File: src/rtl/uart_port.sv
// uart_port: host-bus UART with one transmit holding register and one receive buffer.
// Frame format is 8N1, LSB first. Every bit lasts CLKS_PER_BIT cycles of CLK.
// Ports:
//   CLK, RST          clock; asynchronous active-low reset
//   rdn, wrn          active-low host read/write strobes, edge-detected
//   din               write data, captured into THR on an accepted write
//   dout, dout_oe     receive buffer (RBR) contents; tristate enable while rdn is low
//   data_ready        RBR holds an unread byte
//   tbre, tsre        THR empty; shift register empty and line idle
//   rx_overrun        sticky: an unread byte was overwritten
//   rx_frame_err      sticky: a frame had stop bit = 0
//   txd, rxd          serial lines, idle high
module uart_port #(
  parameter int unsigned CLKS_PER_BIT = 16
) (
  input  logic       CLK,
  input  logic       RST,
  input  logic       rdn,
  input  logic       wrn,
  input  logic [7:0] din,
  output logic [7:0] dout,
  output logic       dout_oe,
  output logic       data_ready,
  output logic       tbre,
  output logic       tsre,
  output logic       rx_overrun,
  output logic       rx_frame_err,
  output logic       txd,
  input  logic       rxd
);

  localparam int unsigned CW = 16;
  localparam logic [CW-1:0] BIT_LAST = CW'(CLKS_PER_BIT - 1);
  localparam logic [CW-1:0] BIT_HALF = CW'(CLKS_PER_BIT / 2);

  // Host strobe sampling; a strobe is accepted on its registered falling edge.
  logic rd_s, rd_p, wr_s, wr_p;
  logic rd_acc, wr_acc;

  always_ff @(posedge CLK or negedge RST) begin
    if (!RST) begin
      rd_s    <= 1'b1;
      rd_p    <= 1'b1;
      wr_s    <= 1'b1;
      wr_p    <= 1'b1;
      dout_oe <= 1'b0;
    end else begin
      rd_s    <= rdn;
      rd_p    <= rd_s;
      wr_s    <= wrn;
      wr_p    <= wr_s;
      dout_oe <= ~rdn;
    end
  end

  assign rd_acc = rd_p & ~rd_s;
  assign wr_acc = wr_p & ~wr_s;

  // ---------------------------------------------------------------- transmit
  typedef enum logic [1:0] {T_IDLE, T_START, T_DATA, T_STOP} tx_state_t;

  tx_state_t     tx_state, tx_next;
  logic [CW-1:0] tx_cnt;
  logic [2:0]    tx_idx;
  logic [7:0]    thr, tsr;
  logic          tx_bit_end;
  logic          tx_load, tx_shift, tx_cnt_clr;
  logic          txd_d, tsre_d;

  assign tx_bit_end = (tx_cnt == BIT_LAST);

  always_ff @(posedge CLK or negedge RST) begin
    if (!RST) tx_state <= T_IDLE;
    else      tx_state <= tx_next;
  end

  always_comb begin
    tx_next = tx_state;
    case (tx_state)
      T_IDLE:  if (!tbre) tx_next = T_START;
      T_START: if (tx_bit_end) tx_next = T_DATA;
      T_DATA:  if (tx_bit_end && tx_idx == 3'd7) tx_next = T_STOP;
      T_STOP:  if (tx_bit_end) tx_next = tbre ? T_IDLE : T_START;
      default: tx_next = T_IDLE;
    endcase
  end

  // tsr[0] is always the bit on the line during T_DATA; txd_d looks one bit ahead.
  always_comb begin
    tx_load    = 1'b0;
    tx_shift   = 1'b0;
    tx_cnt_clr = tx_bit_end;
    txd_d      = txd;
    tsre_d     = tsre;
    case (tx_state)
      T_IDLE: begin
        tx_cnt_clr = 1'b1;
        if (!tbre) begin
          tx_load = 1'b1;
          txd_d   = 1'b0;
          tsre_d  = 1'b0;
        end
      end
      T_START: if (tx_bit_end) txd_d = tsr[0];
      T_DATA: begin
        tx_shift = tx_bit_end;
        if (tx_bit_end) txd_d = (tx_idx == 3'd7) ? 1'b1 : tsr[1];
      end
      T_STOP: begin
        if (tx_bit_end) begin
          if (!tbre) begin
            tx_load = 1'b1;
            txd_d   = 1'b0;
          end else begin
            tsre_d = 1'b1;
          end
        end
      end
      default: tx_cnt_clr = 1'b1;
    endcase
  end

  always_ff @(posedge CLK or negedge RST) begin
    if (!RST) begin
      tx_cnt <= '0;
      tx_idx <= '0;
      thr    <= '0;
      tsr    <= '0;
      tbre   <= 1'b1;
      tsre   <= 1'b1;
      txd    <= 1'b1;
    end else begin
      txd    <= txd_d;
      tsre   <= tsre_d;
      tx_cnt <= tx_cnt_clr ? '0 : tx_cnt + CW'(1);
      if (tx_shift) tx_idx <= tx_idx + 3'd1;
      else if (tx_state != T_DATA) tx_idx <= '0;
      if (tx_load) tsr <= thr;
      else if (tx_shift) tsr <= {1'b0, tsr[7:1]};
      // Load needs THR full, accepting a write needs it empty: never both.
      if (tx_load) begin
        tbre <= 1'b1;
      end else if (wr_acc && tbre) begin
        thr  <= din;
        tbre <= 1'b0;
      end
    end
  end

  // ----------------------------------------------------------------- receive
  typedef enum logic [1:0] {R_IDLE, R_START, R_DATA, R_STOP} rx_state_t;

  rx_state_t     rx_state, rx_next;
  logic          rx_meta, rx_s;
  logic [CW-1:0] rx_cnt;
  logic [2:0]    rx_idx;
  logic [7:0]    rsr;
  logic          rx_bit_end, rx_mid;
  logic          rx_cnt_clr, rx_shift, rx_done_ok, rx_done_bad;

  assign rx_bit_end = (rx_cnt == BIT_LAST);
  assign rx_mid     = (rx_cnt == BIT_HALF);

  always_ff @(posedge CLK or negedge RST) begin
    if (!RST) rx_state <= R_IDLE;
    else      rx_state <= rx_next;
  end

  always_comb begin
    rx_next = rx_state;
    case (rx_state)
      R_IDLE:  if (!rx_s) rx_next = R_START;
      R_START: if (rx_mid) rx_next = rx_s ? R_IDLE : R_DATA;
      R_DATA:  if (rx_bit_end && rx_idx == 3'd7) rx_next = R_STOP;
      R_STOP:  if (rx_bit_end) rx_next = R_IDLE;
      default: rx_next = R_IDLE;
    endcase
  end

  // After the mid-start sample the counter restarts, so later samples land mid-bit.
  always_comb begin
    rx_cnt_clr  = 1'b0;
    rx_shift    = 1'b0;
    rx_done_ok  = 1'b0;
    rx_done_bad = 1'b0;
    case (rx_state)
      R_IDLE:  rx_cnt_clr = 1'b1;
      R_START: rx_cnt_clr = rx_mid;
      R_DATA: begin
        rx_cnt_clr = rx_bit_end;
        rx_shift   = rx_bit_end;
      end
      R_STOP: begin
        rx_cnt_clr  = rx_bit_end;
        rx_done_ok  = rx_bit_end & rx_s;
        rx_done_bad = rx_bit_end & ~rx_s;
      end
      default: rx_cnt_clr = 1'b1;
    endcase
  end

  always_ff @(posedge CLK or negedge RST) begin
    if (!RST) begin
      rx_meta      <= 1'b1;
      rx_s         <= 1'b1;
      rx_cnt       <= '0;
      rx_idx       <= '0;
      rsr          <= '0;
      dout         <= '0;
      data_ready   <= 1'b0;
      rx_overrun   <= 1'b0;
      rx_frame_err <= 1'b0;
    end else begin
      rx_meta <= rxd;
      rx_s    <= rx_meta;
      rx_cnt  <= rx_cnt_clr ? '0 : rx_cnt + CW'(1);
      if (rx_shift) begin
        rsr    <= {rx_s, rsr[7:1]};
        rx_idx <= rx_idx + 3'd1;
      end else if (rx_state != R_DATA) begin
        rx_idx <= '0;
      end
      if (rx_done_ok) dout <= rsr;
      // A read in the same cycle as a completion consumes the old byte: no overrun.
      data_ready   <= rx_done_ok | (data_ready & ~rd_acc);
      rx_overrun   <= (rx_done_ok & data_ready & ~rd_acc) | (rx_overrun & ~rd_acc);
      rx_frame_err <= rx_done_bad | (rx_frame_err & ~rd_acc);
    end
  end

endmodule

File: config.mk
export PLATFORM = sky130hd
export DESIGN_NAME = uart_port
export DESIGN_NICKNAME = d
export VERILOG_FILES = /design/src/rtl/uart_port.sv
export SDC_FILE = /design/constraint.sdc
export NUM_CORES = 1
export LEC_CHECK = 0
export BUFFER_PORTS_ARGS = -buffer_cell sky130_fd_sc_hd__buf_2
export CORE_UTILIZATION = 50
export CTS_BUF_LIST = sky130_fd_sc_hd__clkbuf_4
export DETAILED_ROUTE_END_ITERATION = 12
export PLACE_DENSITY = 0.76
export SYNTH_ARGS = -nofsm -noshare
export SYNTH_HDL_FRONTEND = slang
export SYNTH_SLANG_ARGS = --single-unit
File: constraint.sdc
create_clock -name CLK -period 7.2 [get_ports CLK]
set_input_delay 1.44 -clock CLK [delete_from_list [all_inputs] [get_ports CLK]]
set_output_delay 1.44 -clock CLK [all_outputs]
set_load 0.01 [all_outputs]
After elaboration in Yosys (flattened, before gate mapping). Cells that the tools add are included.

Word-level logic and storage cells: 125. Flip-flop bits (word level): 87. Bits of input ports: 13. Output and inout bits: 15.

Bitwise gates (word level): 18. Add/subtract/negate cells: 4. Reductions and logical operators: 16. Equality and inequality tests: 23. Mux-type cells: 41.

Operators with widths (count): 16-bit by 4-bit == test with 1-bit output (second input constant) (3); 16-bit by 1-bit adder with 16-bit output (second input constant) (2); 16-bit two-way mux (2); 2-bit inequality test (second input constant) (12); 1-bit two-way mux (18); 2-bit two-way mux (9); 8-bit two-way mux (2); 2-bit one-hot mux with 4 select lines (2); 3-bit two-way mux (4); 4-bit AND reduction (3); 2-bit nonzero test (5); 1-bit AND (9); 2-bit == test (second input constant) (4); 3-bit by 1-bit adder with 3-bit output (second input constant) (2); 3-bit == test (second input constant) (2); 1-bit NOT (6); 2-bit by 1-bit == test with 1-bit output (second input constant) (2); 2-bit zero test (2); 1-bit one-hot mux with 2 select lines (2); 1-bit one-hot mux with 4 select lines (1); 1-bit logical AND (3); 1-bit bitwise OR (3); 1-bit one-hot mux with 3 select lines (1); 3-bit AND reduction (1); other kinds (2) (2).

Longest topological paths before layout. Gate-level depths: netlist of run 1.

Depth after elaboration: 6. Mapped depth: 8. Depth with buffers taken out: 6.

Worst setup path after synthesis of run 1. No wires, ideal clock.

Path type: reg-to-reg. Start point: register tx_cnt[8]. End point: register tsr[0]. Setup slack: 4.936 ns. Required time: 7.075 ns. Period minus slack after synthesis: 2.264 ns. Cell stages (with the launch flop): 6. Path buffers: 1. Arrival: 2.139 ns. Library setup time: 0.125 ns. Cells stage by stage: dfrtp_1 or4_1 or4_4 buf_6 mux2_4 mux2_4.

Word-level cells in the longest chain between the ends: 4. Elaborated cells between the ends (all ways): 6. Those cells by class: 1 x eq/ne; 4 x mux; 1 x reduce/logical.

Ends and longest elaborated chain: start: declaration (line 63) `logic [CW-1:0] tx_cnt;`; start signal: assignment (line 135) `tx_cnt <= tx_cnt_clr ? '0 : tx_cnt + CW'(1);`; 16-bit by 4-bit == test with 1-bit output (*) (line 70) `assign tx_bit_end = (tx_cnt == BIT_LAST);`; 1-bit two-way mux (line 110) `if (tx_bit_end) begin`; 1-bit one-hot mux with 2 select lines (line 95) `case (tx_state)`; 8-bit two-way mux or 2-bit nonzero test (tied branches); end signal: assignment (line 138) `if (tx_load) tsr <= thr;`; end signal: assignment (line 139) `else if (tx_shift) tsr <= {1'b0, tsr[7:1]};`; end: declaration (line 65) `logic [7:0] thr, tsr;`.

Mark *: on every way between the ends. The rest lies on a longest branch, timed or not. A chain may end at the register's enable or synchronous reset.

Worst setup path after layout of run 1.
Start point: register tx_cnt[12]. End point: register tsr[5].

The elaborated chain is that of the path after synthesis.

==> results_dict.tcl, run 1 <==
set metrics [dict create \
    synth_fp_nets 364 \
    synthTopCellsByArea "dfrtp_1 49%, mux2_2 6.7%, dfstp_2 5.9%, mux2_4 5.2%, ha_1 3.7%" \
    cp_slowest_stage_delay_ns 0.94 \
    crit_path_end_kind "register" \
    reg2reg_to "tsr[5]" \
    ys_ff_latch 87 \
    synthAdderAreaFrac_pct 3.75 \
    clock.fmax_mhz 326 \
    num_io_pins 28 \
    cap_violations 0 \
    crit_slowest_cell "nor4_2" \
    vias 2579 \
    fp.dieW_um 91.5 \
    row_count 32 \
    grt_pass1_vias 2609 \
    synth_compound_area_share_pct 4.34 \
    initialDrtViolationCount 94 \
    finalClockSkew_ns 0.0217 \
    die_h_um 91.5 \
    fin_setup_tns_ns 0 \
    syn_avg_cell_area_um2 11.8 \
    whs_ns 0.364 \
    met2RoutedLength_um 3460 \
    area_delta_synth_final_pct 9.34 \
    core_mm2 0.00773 \
    placed_area_mm2 0.00424 \
    synth-xor-area-share_pct 6.12 \
    layout.nets 394 \
    post_cts_resized 0 \
    stdcell_area_mm2 0.00438 \
    synth-simple-area-share_pct 15.0 \
    finalSetupViolCount 0 \
    period_share_pct 42.5 \
    r2r_start "tx_cnt[12]" \
    period_needed_ns 3.06 \
    hold_path_class "reg -> reg" \
    ys_seq_area_share_pct 54.6 \
    holdBufCountCts 0 \
    post-place-ws_ns 4.17 \
    dr.pass1.iters 4 \
    grt_max_degree 88 \
    start_util_pct 51.8 \
    num-fill-cells 665 \
    htreeDepth 3 \
    async_flop_share_pct 100 \
    dp.cells 460 \
    route.detailed.drc 0 \
    diodes 0 \
    hp-start "rx_meta" \
    ff_latch_area_mm2 0.00219 \
    cts_setup_buffers 0 \
    r2r_setup_slack_ns 4.14 \
    clock-root-buffer "clkbuf_4" \
    hold_viol_final 0 \
    track_usage_pct 17.9 \
    netlist_instances 339 \
    ys_dominant_reg_cell "dfrtp_1" \
    synth_mux_area_share_pct 13.5 \
    die_area_mm2 0.00837 \
    synth_edf_count 0 \
    grt_pass1_wl_um 11900 \
    fin_util_pct 56.7 \
    layout-drive-gt1-share_pct 25.1 \
    insertion_delay_ns 0.43 \
    synth.distinct_cells 41 \
    place.gp.congestion 0.816 \
    yosysTopAreaCell "dfrtp_1" \
    wl_met1_um 3200 \
    power_leakage_nw 2.14 \
    vdd_ir_drop_max_mv 0.148 \
    drv_slew 0 \
    crit_family "simple AND/OR/NAND/NOR gates" \
    max_slew_margin_pct 28.6 \
    path_buf_inv 0 \
    crit_end "tsr[5]" \
    path_cells "or4_1 > nor4_2 > a41oi_2 > mux2_4" \
    startpoint_type "register" \
    critPathKind "reg -> reg" \
    vias_per_cell 5.42 \
    antenna_found_initial 0 \
    synth_top_family_by_area "simple AND/OR/NAND/NOR gates" \
    netlist.area_leader.share_pct 48.7 \
    gr-total-overflow 0 \
    powerDensity_mw_per_mm2 223 \
    detail-route-antenna-nets 0 \
    synthMostInstantiatedCell "dfrtp_1" \
    worstPathRequired_ns 7.51 \
    cp.arrival_ns 3.38 \
    tightestPinTransition_ns 1.07 \
    layout_setup_ws_ns 4.14 \
    highest_layer "met4" \
    outcome "finished, final reports clean" \
    crit_start "tx_cnt[12]" \
    cp_max_fo 11 \
    r2r_cells 4 \
    wl_per_cell_um 14.7 \
    tritoncts "done" \
    wl_met3_um 247 \
    clkTransAtPathRegs_ns 0.14 \
    crit_cells 4 \
    ys_warn_count 0 \
    layout.cells.non_filler 476 \
    cts_buffers 9 \
    ys_top_cells_by_count "78 x dfrtp_1, 39 x nor2_1, 24 x mux2_2" \
    syn-cell-area_mm2 0.00401 \
    clk_path_buf_depth 2 \
    port_buffers 27 \
    finalPower_mw 0.977 \
    detail_route.wirelength_um 6990 \
    multi_input_area_mm2 0.00172 \
    clock-sinks 87 \
    rsz0062_at_grt "false" \
    dp_hpwl_um 4680 \
]
==> layout make-up <==
class                           count  area share, %
Multi-Input combinational cell    227           39.2
Tap cell                          102           2.91
Clock inverter                      7           1.66
Timing Repair Buffer               28           3.31
Sequential cell                    87           50.0
Inverter                           16           1.37
Clock buffer                        9           1.54
==> where the power goes <==
group	leakage [nW]	total, mW	switching [mW]	internal (mW)
registers	1.13	0.579	0.0422	0.537
clock network	0.0739	0.275	0.169	0.107
logic	0.943	0.123	0.0649	0.0580
total	2.14	0.977	0.276	0.701
==> routing by layer <==
layer,up-vias,GRT usage [%]
li1,1251,-
met1,1267,22.3
met2,53,29.9
met3,8,5.19
met4,0,5.82
met5,-,0
==> how the worst min path moves through the flow <==
| stage | cells past startpoint | to | slack, ns |
|---|---|---|---|
| floorplan | 0 | rx_s | 0.35 |
| global placement | 0 | rx_s | 0.35 |
| detailed placement | 0 | rx_s | 0.36 |
| CTS | 0 | rx_s | 0.37 |
| global route | 0 | rx_s | 0.37 |
| finish | 0 | rx_s | 0.36 |
==> cell usage in the layout, fill, tap and decap left out, types with 2 or more instances in the layout <==
cell type / instances
a21oi_1: 4
a22oi_1: 2
and2_1: 2
and3_1: 3
and4_1: 3
buf_2: 26
buf_4: 2
clkbuf_4: 9
clkinv_4: 2
dfrtp_1: 78
dfstp_2: 9
ha_1: 12
inv_1: 16
mux2_2: 24
mux2_4: 14
mux2i_1: 6
nand2_1: 14
nand3_1: 13
nand4_1: 11
nor2_1: 39
nor2b_1: 4
nor3_1: 9
nor4_1: 7
o21ai_0: 8
o31ai_1: 3
or4_1: 6
xnor2_1: 17
xor2_1: 11
==> flip-flops by register name, summed over array words and instances, names as in the netlist, 2 cells and up, named ones only <==
register,flops
tx_idx,3
thr,8
rx_idx,3
tx_state,2
tx_cnt,16
dout,8
rsr,8
rx_cnt,16
tsr,8
==> logic make-up (layout without fill, tap and decap cells) <==
kind of cell	Yosys count	in the layout
buffers and inverters	25	60
XOR/XNOR	28	28
flip-flops	87	87
AO/OA/AOI/OAI	25	25
multiplexers	44	44
adder cells (fa/ha/maj)	12	12
AND/OR/NAND/NOR	118	118
(Power assumes the default switching activity.)
==> inputs of run 2 (changes only) <==
--- a/config.mk
+++ b/config.mk
@@ -9,7 +9,7 @@
 export CORE_UTILIZATION = 50
 export CTS_BUF_LIST = sky130_fd_sc_hd__clkbuf_4
 export DETAILED_ROUTE_END_ITERATION = 12
-export PLACE_DENSITY = 0.76
+export PLACE_DENSITY = 0.79
 export SYNTH_ARGS = -nofsm -noshare
 export SYNTH_HDL_FRONTEND = slang
 export SYNTH_SLANG_ARGS = --single-unit
==> constraint.sdc (replaced) <==
create_clock -name CLK -period 2.6 [get_ports CLK]
set_input_delay 0.52 -clock CLK [delete_from_list [all_inputs] [get_ports CLK]]
set_output_delay 0.52 -clock CLK [all_outputs]
set_load 0.01 [all_outputs]
==> run 2 against run 1 <==
  * Power increased to 2.7 times the previous value
  * Sequential cell count stayed put
  * Combinational power grew to 2.8 times the previous value
  * Sequential power increased to 2.8 times the previous value
  * Hold slack worse by 0.27 ns
  * Routed wire length decreased by 2.4%
  * Largest cell class unchanged
  * Cell count grew 1.1%
  * Critical path type unchanged
  * Die area is the same
  * Highest routed layer unchanged
  * Non-clock buffer count rose by 5
  * Sequential share of layout area is 0.28 points lower
==> results_dict.tcl, run 2 (same netlist as run 1, synthesis figures left out) <==
set metrics [dict create \
    outcome "finished, final reports clean" \
    layout_setup_ws_ns 0.234 \
    row_count 32 \
    post_cts_resized 0 \
    die_area_mm2 0.00837 \
    initialDrtViolationCount 98 \
    layout.nets 399 \
    worstPathRequired_ns 2.92 \
    clock.fmax_mhz 423 \
    vdd_ir_drop_max_mv 0.397 \
    route.detailed.drc 0 \
    critPathKind "reg -> reg" \
    post-place-ws_ns 0.263 \
    die_h_um 91.5 \
    vias_per_cell 5.40 \
    tritoncts "done" \
    cts_buffers 9 \
    detail_route.wirelength_um 6820 \
    core_mm2 0.00773 \
    tightestPinTransition_ns 0.681 \
    grt_pass1_wl_um 12100 \
    wl_per_cell_um 14.2 \
    clock-root-buffer "clkbuf_4" \
    holdBufCountCts 0 \
    place.gp.congestion 0.823 \
    final_cell_mix "78 x dfrtp_1, 39 x nor2_1, 26 x buf_2" \
    num_io_pins 28 \
    grt_pass1_vias 2675 \
    diodes 0 \
    finalClockSkew_ns 0.00995 \
    hold_viol_final 0 \
    r2r_start "tx_cnt[8]" \
    start_util_pct 51.8 \
    clock-sinks 87 \
    drv_slew 0 \
    r2r_setup_slack_ns 0.23 \
    period_needed_ns 2.37 \
    area_delta_synth_final_pct 9.97 \
    power_leakage_nw 2.16 \
    max_slew_margin_pct 54.6 \
    htreeDepth 3 \
    period_share_pct 91.0 \
    grt_max_degree 50 \
    cts_setup_buffers 0 \
    num-fill-cells 636 \
    cp_max_fo 8 \
    track_usage_pct 18.4 \
    powerDensity_mw_per_mm2 597 \
    antenna_found_initial 0 \
    cap_violations 0 \
    gr-total-overflow 0 \
    dp_hpwl_um 4760 \
    crit_path_end_kind "register" \
    cp.arrival_ns 2.69 \
    fp.dieW_um 91.5 \
    layout-drive-gt1-share_pct 26.1 \
    r2r_cells 4 \
    clkTransAtPathRegs_ns 0.14 \
    port_buffers 27 \
    finalSetupViolCount 0 \
    top_regs "rx_cnt: 16 flops, tx_cnt: 16 flops" \
    vias 2597 \
    hold_path_class "in -> async" \
    rsz0062_at_grt "false" \
    reg2reg_to "tsr[5]" \
    detail-route-antenna-nets 0 \
    layout_commonest_cell "dfrtp_1" \
    startpoint_type "register" \
    fin_setup_tns_ns 0 \
    clk_path_buf_depth 2 \
    insertion_delay_ns 0.43 \
    dr.pass1.iters 4 \
]
==> run 2: routing by layer <==
layer  vias to the layer above  wire [um]  global-route usage, %
met3                         7        234                   4.19
met2                        35       3340                   31.0
met5                         -          0                      0
met4                         0         48                   6.75
met1                      1291       3200                   23.0
li1                       1264          -                      -
==> run 2: metrics by stage <==
stage	utilization [%]	std cells	power, mW	hold WS [ns]	cell area, um2
after floorplan	-	339	1.85	0.224	4010
after global placement	55.5	465	1.95	0.347	4290
after detailed placement	55.5	465	1.99	0.351	4290
after CTS	57.0	481	2.66	0.0876	4400
after global routing	57.0	481	2.77	0.119	4400
final	57.0	481	2.63	0.0909	4400
==> run 2: layout make-up <==
type                            instances  area, um2  share of cell area (%)
Sequential cell                        87       2190                    49.7
Clock buffer                            9       67.6                    1.53
Multi-Input combinational cell        227       1720                    39.0
Clock inverter                          7       47.5                    1.08
Inverter                               16       60.1                    1.36
Timing Repair Buffer                   33        195                    4.43
Tap cell                              102        128                    2.90
==> run 2: where the power goes <==
group	leakage, nW	switching (mW)	internal, mW
logic	0.973	0.182	0.166
registers	1.13	0.124	1.49
clock network	0.0641	0.471	0.199
total	2.16	0.778	1.85
==> run 2: worst max path at each step <==
stage,slack [ns],start,depth (start not counted),end
after global routing,0.11,tx_cnt[8],5,tx_cnt[13]
after floorplan,0.34,tx_cnt[8],5,tsr[0]
after detailed placement,0.26,tx_cnt[8],4,tsr[2]
after CTS,0.24,tx_cnt[8],4,tsr[5]
after global placement,0.30,tx_cnt[13],4,tsr[3]
final,0.23,tx_cnt[8],4,tsr[5]
==> run 2: worst max-delay path, stage by stage (launching register included) <==
cell	delay, ns
dfrtp_1	0.45
or4_1	0.58
or4_4	0.64
mux2_4	0.33
mux2_4	0.26
